[src/rtl/alu_pkg.sv]
// Shared definitions for the ALU datapath slice.
// Holds the opcode constants, the strobe-sequence state encoding, the
// default datapath/opcode widths and a small opcode-range helper.
package alu_pkg;

    localparam int ALU_DATA_W = 16;
    localparam int ALU_OPC_W  = 4;

    localparam logic [3:0] OP_ADD = 4'b1000;
    localparam logic [3:0] OP_SUB = 4'b1001;
    localparam logic [3:0] OP_NOT = 4'b1010;
    localparam logic [3:0] OP_AND = 4'b1011;
    localparam logic [3:0] OP_OR  = 4'b1100;
    localparam logic [3:0] OP_XOR = 4'b1101;
    localparam logic [3:0] OP_SHL = 4'b1110;

    typedef logic [1:0] seq_state_t;

    localparam seq_state_t S_IDLE = 2'd0;
    localparam seq_state_t S_A    = 2'd1;
    localparam seq_state_t S_AB   = 2'd2;
    localparam seq_state_t S_RES  = 2'd3;

    // True for the seven implemented opcodes (1000..1110).
    function automatic logic op_is_valid(input logic [3:0] op);
        return (op >= OP_ADD) && (op <= OP_SHL);
    endfunction

endpackage

[src/rtl/alu_datapath_if.sv]
// Bus/strobe bundle between the ALU control FSM, the register bus and the
// ALU datapath.
//   opcode, bus_in, ALUin0, ALUin1, ALUoutlatch, ALUoutEN : master -> slave
//   bus_out, bus_oe, flag_z/c/n/v, op_valid, seq_err      : slave -> master
// master: control side (FSM / testbench); slave: alu_datapath.
interface alu_datapath_if #(
    parameter int DATA_W = 16,
    parameter int OPC_W  = 4
);
    logic [OPC_W-1:0]  opcode;
    logic [DATA_W-1:0] bus_in;
    logic              ALUin0;
    logic              ALUin1;
    logic              ALUoutlatch;
    logic              ALUoutEN;
    logic [DATA_W-1:0] bus_out;
    logic              bus_oe;
    logic              flag_z;
    logic              flag_c;
    logic              flag_n;
    logic              flag_v;
    logic              op_valid;
    logic              seq_err;

    modport master (
        output opcode, bus_in, ALUin0, ALUin1, ALUoutlatch, ALUoutEN,
        input  bus_out, bus_oe, flag_z, flag_c, flag_n, flag_v, op_valid, seq_err
    );

    modport slave (
        input  opcode, bus_in, ALUin0, ALUin1, ALUoutlatch, ALUoutEN,
        output bus_out, bus_oe, flag_z, flag_c, flag_n, flag_v, op_valid, seq_err
    );
endinterface

[src/rtl/alu_core.sv]
// Purely combinational ALU function f(A, B, opcode) -> {r, c, v}.
// Ports:
//   a, b    : operands (DATA_W)
//   opcode  : operation select (OPC_W)
//   r       : result (DATA_W)
//   c       : carry (ADD), borrow (SUB), last bit shifted out (SHL), else 0
//   v       : signed overflow for ADD/SUB, else 0
// Unimplemented opcodes yield zeros; the caller gates latching on op_valid.
module alu_core
    import alu_pkg::*;
#(
    parameter int DATA_W = ALU_DATA_W,
    parameter int OPC_W  = ALU_OPC_W
) (
    input  logic [DATA_W-1:0] a,
    input  logic [DATA_W-1:0] b,
    input  logic [OPC_W-1:0]  opcode,
    output logic [DATA_W-1:0] r,
    output logic              c,
    output logic              v
);

    localparam int SH_W = $clog2(DATA_W);

    logic [DATA_W:0]   sum_s;
    logic [DATA_W:0]   diff_s;
    logic [DATA_W:0]   shl_s;
    logic [SH_W-1:0]   sh_amt_s;

    // The extra top bit of each wide result is the carry, the borrow
    // (A < B unsigned) or the last bit shifted out of the word respectively;
    // a zero shift leaves that bit 0.
    assign sh_amt_s = b[SH_W-1:0];
    assign sum_s    = {1'b0, a} + {1'b0, b};
    assign diff_s   = {1'b0, a} - {1'b0, b};
    assign shl_s    = {1'b0, a} << sh_amt_s;

    // Operation select.
    always_comb begin
        r = '0;
        c = 1'b0;
        v = 1'b0;
        case (opcode)
            OP_ADD: begin
                r = sum_s[DATA_W-1:0];
                c = sum_s[DATA_W];
                v = (a[DATA_W-1] == b[DATA_W-1]) && (sum_s[DATA_W-1] != a[DATA_W-1]);
            end
            OP_SUB: begin
                r = diff_s[DATA_W-1:0];
                c = diff_s[DATA_W];
                v = (a[DATA_W-1] != b[DATA_W-1]) && (diff_s[DATA_W-1] != a[DATA_W-1]);
            end
            OP_NOT: r = ~a;
            OP_AND: r = a & b;
            OP_OR:  r = a | b;
            OP_XOR: r = a ^ b;
            OP_SHL: begin
                r = shl_s[DATA_W-1:0];
                c = shl_s[DATA_W];
            end
            default: begin
                r = '0;
                c = 1'b0;
                v = 1'b0;
            end
        endcase
    end

endmodule

[src/rtl/alu_datapath.sv]
// ALU operand/result datapath answering the ALU control FSM strobes.
// Ports:
//   clk : system clock, rising edge
//   rst : synchronous reset, active-low
//   bus : alu_datapath_if.slave (opcode, bus_in, ALUin0, ALUin1,
//         ALUoutlatch, ALUoutEN in; bus_out, bus_oe, flag_z/c/n/v,
//         op_valid, seq_err out)
// Optional build macro ALU_SEQ_CHECK_EN: when defined, a strobe-order tracker
// drives the sticky seq_err; when undefined seq_err is tied to 0. Data
// behaviour is the same in both builds.
module alu_datapath
    import alu_pkg::*;
#(
    parameter int DATA_W = ALU_DATA_W,
    parameter int OPC_W  = ALU_OPC_W
) (
    input logic          clk,
    input logic          rst,
    alu_datapath_if.slave bus
);

    logic [DATA_W-1:0] a_r;
    logic [DATA_W-1:0] b_r;
    logic [DATA_W-1:0] result_r;
    logic              flag_z_r;
    logic              flag_c_r;
    logic              flag_n_r;
    logic              flag_v_r;

    logic [DATA_W-1:0] core_r_s;
    logic              core_c_s;
    logic              core_v_s;
    logic              op_valid_s;

    alu_core #(
        .DATA_W (DATA_W),
        .OPC_W  (OPC_W)
    ) u_core (
        .a      (a_r),
        .b      (b_r),
        .opcode (bus.opcode),
        .r      (core_r_s),
        .c      (core_c_s),
        .v      (core_v_s)
    );

    assign op_valid_s = op_is_valid(bus.opcode);

    // Operand latches and result/flag register; invalid opcodes hold the result.
    always_ff @(posedge clk) begin
        if (!rst) begin
            a_r      <= '0;
            b_r      <= '0;
            result_r <= '0;
            flag_z_r <= 1'b0;
            flag_c_r <= 1'b0;
            flag_n_r <= 1'b0;
            flag_v_r <= 1'b0;
        end else begin
            if (bus.ALUin0) begin
                a_r <= bus.bus_in;
            end
            if (bus.ALUin1) begin
                b_r <= bus.bus_in;
            end
            if (bus.ALUoutlatch && op_valid_s) begin
                result_r <= core_r_s;
                flag_z_r <= (core_r_s == '0);
                flag_c_r <= core_c_s;
                flag_n_r <= core_r_s[DATA_W-1];
                flag_v_r <= core_v_s;
            end
        end
    end

    assign bus.bus_out  = bus.ALUoutEN ? result_r : '0;
    assign bus.bus_oe   = bus.ALUoutEN;
    assign bus.flag_z   = flag_z_r;
    assign bus.flag_c   = flag_c_r;
    assign bus.flag_n   = flag_n_r;
    assign bus.flag_v   = flag_v_r;
    assign bus.op_valid = op_valid_s;

`ifdef ALU_SEQ_CHECK_EN
    seq_state_t state_r;
    seq_state_t state_nxt_s;
    logic       seq_err_r;
    logic       err_s;

    // Strobe-order tracker: an illegal strobe flags an error and holds the state.
    always_comb begin
        state_nxt_s = state_r;
        err_s       = 1'b0;
        if (bus.ALUin0 && bus.ALUin1) begin
            err_s = 1'b1;
        end else begin
            case (state_r)
                S_IDLE, S_RES: begin
                    if (bus.ALUin1 || bus.ALUoutlatch) begin
                        err_s = 1'b1;
                    end else if (bus.ALUin0) begin
                        state_nxt_s = S_A;
                    end else begin
                        state_nxt_s = state_r;
                    end
                end
                S_A: begin
                    if (bus.ALUoutlatch) begin
                        err_s = 1'b1;
                    end else if (bus.ALUin1) begin
                        state_nxt_s = S_AB;
                    end else begin
                        state_nxt_s = state_r;
                    end
                end
                S_AB: begin
                    if (bus.ALUin0 || bus.ALUin1) begin
                        err_s = 1'b1;
                    end else if (bus.ALUoutlatch) begin
                        state_nxt_s = S_RES;
                    end else begin
                        state_nxt_s = state_r;
                    end
                end
                default: begin
                    state_nxt_s = S_IDLE;
                end
            endcase
        end
    end

    // Tracker state and sticky error flag.
    always_ff @(posedge clk) begin
        if (!rst) begin
            state_r   <= S_IDLE;
            seq_err_r <= 1'b0;
        end else begin
            state_r <= state_nxt_s;
            if (err_s) begin
                seq_err_r <= 1'b1;
            end
        end
    end

    assign bus.seq_err = seq_err_r;
`else
    assign bus.seq_err = 1'b0;
`endif

endmodule

[src/flat_wrapper.sv]
// flat-port wrapper written by rule: the top's interface ports become plain ports
module alu_datapath_flat import alu_pkg::*;
#(
    parameter int DATA_W = ALU_DATA_W,
    parameter int OPC_W  = ALU_OPC_W
)
  (clk, rst, bus_opcode, bus_bus_in, bus_ALUin0, bus_ALUin1, bus_ALUoutlatch, bus_ALUoutEN, bus_bus_out, bus_bus_oe, bus_flag_z, bus_flag_c, bus_flag_n, bus_flag_v, bus_op_valid, bus_seq_err);
  alu_datapath_if #(.DATA_W(DATA_W), .OPC_W(OPC_W)) bus_i ();
  input logic clk;
  input logic rst;
  input wire logic [$bits(bus_i.opcode)-1:0] bus_opcode;
  input wire logic [$bits(bus_i.bus_in)-1:0] bus_bus_in;
  input wire logic [$bits(bus_i.ALUin0)-1:0] bus_ALUin0;
  input wire logic [$bits(bus_i.ALUin1)-1:0] bus_ALUin1;
  input wire logic [$bits(bus_i.ALUoutlatch)-1:0] bus_ALUoutlatch;
  input wire logic [$bits(bus_i.ALUoutEN)-1:0] bus_ALUoutEN;
  output wire logic [$bits(bus_i.bus_out)-1:0] bus_bus_out;
  output wire logic [$bits(bus_i.bus_oe)-1:0] bus_bus_oe;
  output wire logic [$bits(bus_i.flag_z)-1:0] bus_flag_z;
  output wire logic [$bits(bus_i.flag_c)-1:0] bus_flag_c;
  output wire logic [$bits(bus_i.flag_n)-1:0] bus_flag_n;
  output wire logic [$bits(bus_i.flag_v)-1:0] bus_flag_v;
  output wire logic [$bits(bus_i.op_valid)-1:0] bus_op_valid;
  output wire logic [$bits(bus_i.seq_err)-1:0] bus_seq_err;
  assign bus_i.opcode = bus_opcode;
  assign bus_i.bus_in = bus_bus_in;
  assign bus_i.ALUin0 = bus_ALUin0;
  assign bus_i.ALUin1 = bus_ALUin1;
  assign bus_i.ALUoutlatch = bus_ALUoutlatch;
  assign bus_i.ALUoutEN = bus_ALUoutEN;
  assign bus_bus_out = bus_i.bus_out;
  assign bus_bus_oe = bus_i.bus_oe;
  assign bus_flag_z = bus_i.flag_z;
  assign bus_flag_c = bus_i.flag_c;
  assign bus_flag_n = bus_i.flag_n;
  assign bus_flag_v = bus_i.flag_v;
  assign bus_op_valid = bus_i.op_valid;
  assign bus_seq_err = bus_i.seq_err;
  alu_datapath #(.DATA_W(DATA_W), .OPC_W(OPC_W)) u_core (.clk(clk), .rst(rst), .bus(bus_i));
endmodule
[config.mk]
export PLATFORM = sky130hd
export DESIGN_NAME = alu_datapath_flat
export DESIGN_NICKNAME = d
export VERILOG_FILES = /design/src/rtl/alu_pkg.sv /design/src/rtl/alu_datapath_if.sv /design/src/rtl/alu_core.sv /design/src/rtl/alu_datapath.sv /design/src/flat_wrapper.sv
export SDC_FILE = /design/constraint.sdc
export NUM_CORES = 1
export LEC_CHECK = 0
export CAP_MARGIN = 20
export CORE_MARGIN = 2
export CORE_UTILIZATION = 45
export DETAILED_ROUTE_END_ITERATION = 10
export PLACE_DENSITY = 0.67
export SYNTH_ARGS = -nofsm -noshare
export SYNTH_HDL_FRONTEND = slang
export SYNTH_HIERARCHICAL = 1
export SYNTH_SLANG_ARGS = --single-unit
[constraint.sdc]
create_clock -name clk -period 3.2 [get_ports clk]
set_clock_uncertainty 0.05 [all_clocks]
set_input_delay 0.64 -clock clk [delete_from_list [all_inputs] [get_ports clk]]
set_output_delay 0.64 -clock clk [all_outputs]
set_load 0.1 [all_outputs]
==> reports/results.tsv <==
metric	value	unit
cp_slowest_cell	or4_1	
min_path_type	flop to flop	
grt_usage	26.9	%
netlist.area_leader.share	19.0	%
crit_path_cell_trace	inv_1 -> ha_1 -> buf_4 -> and2b_1 -> o221ai_2 -> o211a_1 -> a221oi_2 -> nand2_1 -> and3_1 -> or4_1 -> nor4_2 -> nand4_1 -> o21ai_1	
drv_slew	0	
irDropWorstVdd	237	uV
slowest_delay	0.58	ns
globalplace.congestion	0.935	
cts_num_sinks	51	
drt_first_pass_iters	5	
antenna_found_initial	0	
drtIter0Drc	339	
final_cell_count_no_fill	908	
syn_avg_cell_area	7.89	um2
max_freq	320	MHz
dieHeight	113	um
pre_cts_ws	-0.0743	ns
synth_area	5380	um2
drv_cap	0	
ioPinCount	49	
place_area	6500	um2
drive_above_1_share	19.5	%
async_flop_share	0	%
cp_data_required_time	3.39	ns
fin_area	6720	um2
power_leakage	2.87	nW
syn_inst	682	
final_util	58.1	%
crit_cells	13	
gr-total-overflow	0	
dr_total_vias	5269	
ys_types	73	
setup_tns	0	ns
core_area	11600	um2
die-area	12900	um2
status	finished, final reports clean	
yosysWarningCount	6	
powerDensity	313	nW/um2
cts_buffers	5	
synthFlopType	dfxtp_1	
root_buffer	clkbuf_16	
route.antenna.remaining_nets	0	
portBuffers	47	
yosysTopAreaCell	dfxtp_1	
clk_path_buf_depth	2	
wl_per_cell	18.5	um
cp_num_buf_inv	2	
critPathKind	flop to flop	
worstMarginPinSlew	0.663	ns
vias_per_cell	5.80	
synthTopCellsByArea	dfxtp_1, ha_1, mux2i_1	
cts_tree	yes	
r2r_cells	13	
critPathLaunch	u_core/b_r[4]	
start_util	46.5	%
grtUsageMet2	45.9	%
start_kind	flop	
r2r_start	u_core/b_r[4]	
relSlewSlack	55.7	%
area_delta_synth_final	24.8	%
diodes	0	
ys_seq_area_share	19.0	%
drc	0	
rr_endpoint	u_core/bus.flag_z	
rows	39	
syn-num-nets	762	
cp.arrival	3.32	ns
hold_buffers	0	
dp_hpwl	13.2	mm
fillers	1064	
end_kind	flop	
grt_util_met3	2.82	%
die_x	113	um
htree_levels	2	
dp.cells	900	
fin_crit	3.13	ns
crit_path_end	u_core/bus.flag_z	
worstSkewPairLatency	0.30	ns
cp_max_fo	9	
worst_slack	0.0730	ns
timing.final.crit_share	97.7	%
path_clk_slew	0.07	ns
hold_viol	0	
synth_edf_count	0	
ys_ff_latch	51	
use_met1	36.3	%
crit_family	simple AND/OR/NAND/NOR gates	
fin_nets	844	
wl	16.8	mm
top_usage_layer	met2	
ff2ff_setup_slack	0.07	ns
grt_max_degree	52	
grt_pass1_vias	5289	
grt_pass1_wl	27.5	mm
setup_violations	0	
==> worst min-delay path by stage <==
stage,startpoint,to,slack [ns],cells after the start
2_1_floorplan,u_core/result_r[0],u_core/result_r[0],0.40,2
3_3_place_gp,u_core/result_r[6],u_core/result_r[6],0.41,2
3_5_place_dp,u_core/result_r[8],u_core/result_r[8],0.42,2
4_1_cts,u_core/result_r[8],u_core/result_r[8],0.43,2
5_1_grt,u_core/result_r[14],u_core/result_r[14],0.45,2
6_report,u_core/result_r[8],u_core/result_r[8],0.42,2
==> metal layers <==
metal	vias up	part of all wire [%]
li1	2602	-
met1	2494	46
met2	153	48
met3	20	4.5
met4	0	1.5
met5	-	0
==> worst min-delay path: stages, from the launching register on <==
cell and delay [ns]:
dfxtp_1 0.31, o21ai_1 0.06, a21boi_1 0.06
==> timing repair <==
item | 4_1_cts | 5_1_grt
buffers inserted | 0 | 0
pin swaps | 0 | 5
endpoints found under the setup margin | 2 | 3
resized for setup | 4 | 16
==> flip-flops by register name, indices dropped and copies added (netlist names) <==
signal / flops
u_core/a_r: 16
u_core/b_r: 16
u_core/bus.flag_c: 1
u_core/bus.flag_v: 1
u_core/bus.flag_z: 1
u_core/result_r: 16
==> per-stage QoR <==
stage	hold slack, ns	power [W]
after floorplan	0.402	0.00125
after global placement	0.412	0.00151
after detailed placement	0.416	0.00152
after CTS	0.426	0.00209
after global routing	0.454	0.00222
final	0.424	0.00210
==> synthesized netlist by cell type (all sizes together) (6+ instances only) <==
cell type / count
and2: 22
a211oi: 12
nor3: 7
xnor2: 9
mux2i: 48
ha: 52
inv: 44
o22ai: 16
nand2: 25
buf: 30
a21boi: 19
nor2: 45
a221oi: 9
dfxtp: 51
a21oi: 46
o21ai: 51
a21o: 7
o211ai: 8
nor2b: 39
nand3: 32
clkbuf: 20
a31oi: 7
and3: 6
==> layout by cell type (no fill, tap or decap), types with 10 or more instances in the layout <==
cell type / instances
nand3_1: 32
o21ai_1: 12
nor2_1: 44
ha_1: 50
o22ai_1: 16
and2_1: 21
inv_1: 42
a21oi_1: 45
nand2_1: 25
a21boi_0: 10
o21ai_0: 37
mux2i_1: 48
buf_12: 19
nor2b_1: 38
clkdlybuf4s50_1: 24
dfxtp_1: 48
buf_4: 81
a211oi_1: 11
==> cell families (layout without fill, tap and decap cells) <==
group                      count (synthesis)  in the layout  share of synthesized area, %
buffers and inverters                     96            179                          8.72
DFF                                       51             51                          19.0
AOI/OAI and AO/OA                        206            206                          25.8
xor gates and xnor gates                  11             11                          1.79
and+or+nand+nor                          208            208                          20.4
adders and majority gates                 54             54                          12.8
other                                      1              1                        0.0697
muxes                                     55             55                          11.4
==> final cells by class <==
class	instances	area, um2	area share [%]
clock buffer	5	125	1.86
multi-input combinational	535	3960	58.9
sequential	51	1020	15.2
timing repair buffer	125	1230	18.4
tap	143	179	2.66
inverter	46	173	2.57
clock inverter	3	23.8	0.354
==> power by group <==
part / switching [W] / internal [W]
combinational: 0.000493 / 0.000364
sequential: 0.0000215 / 0.000666
clock: 0.000263 / 0.000293
No activity file was read; power rests on OpenSTA's default activity.
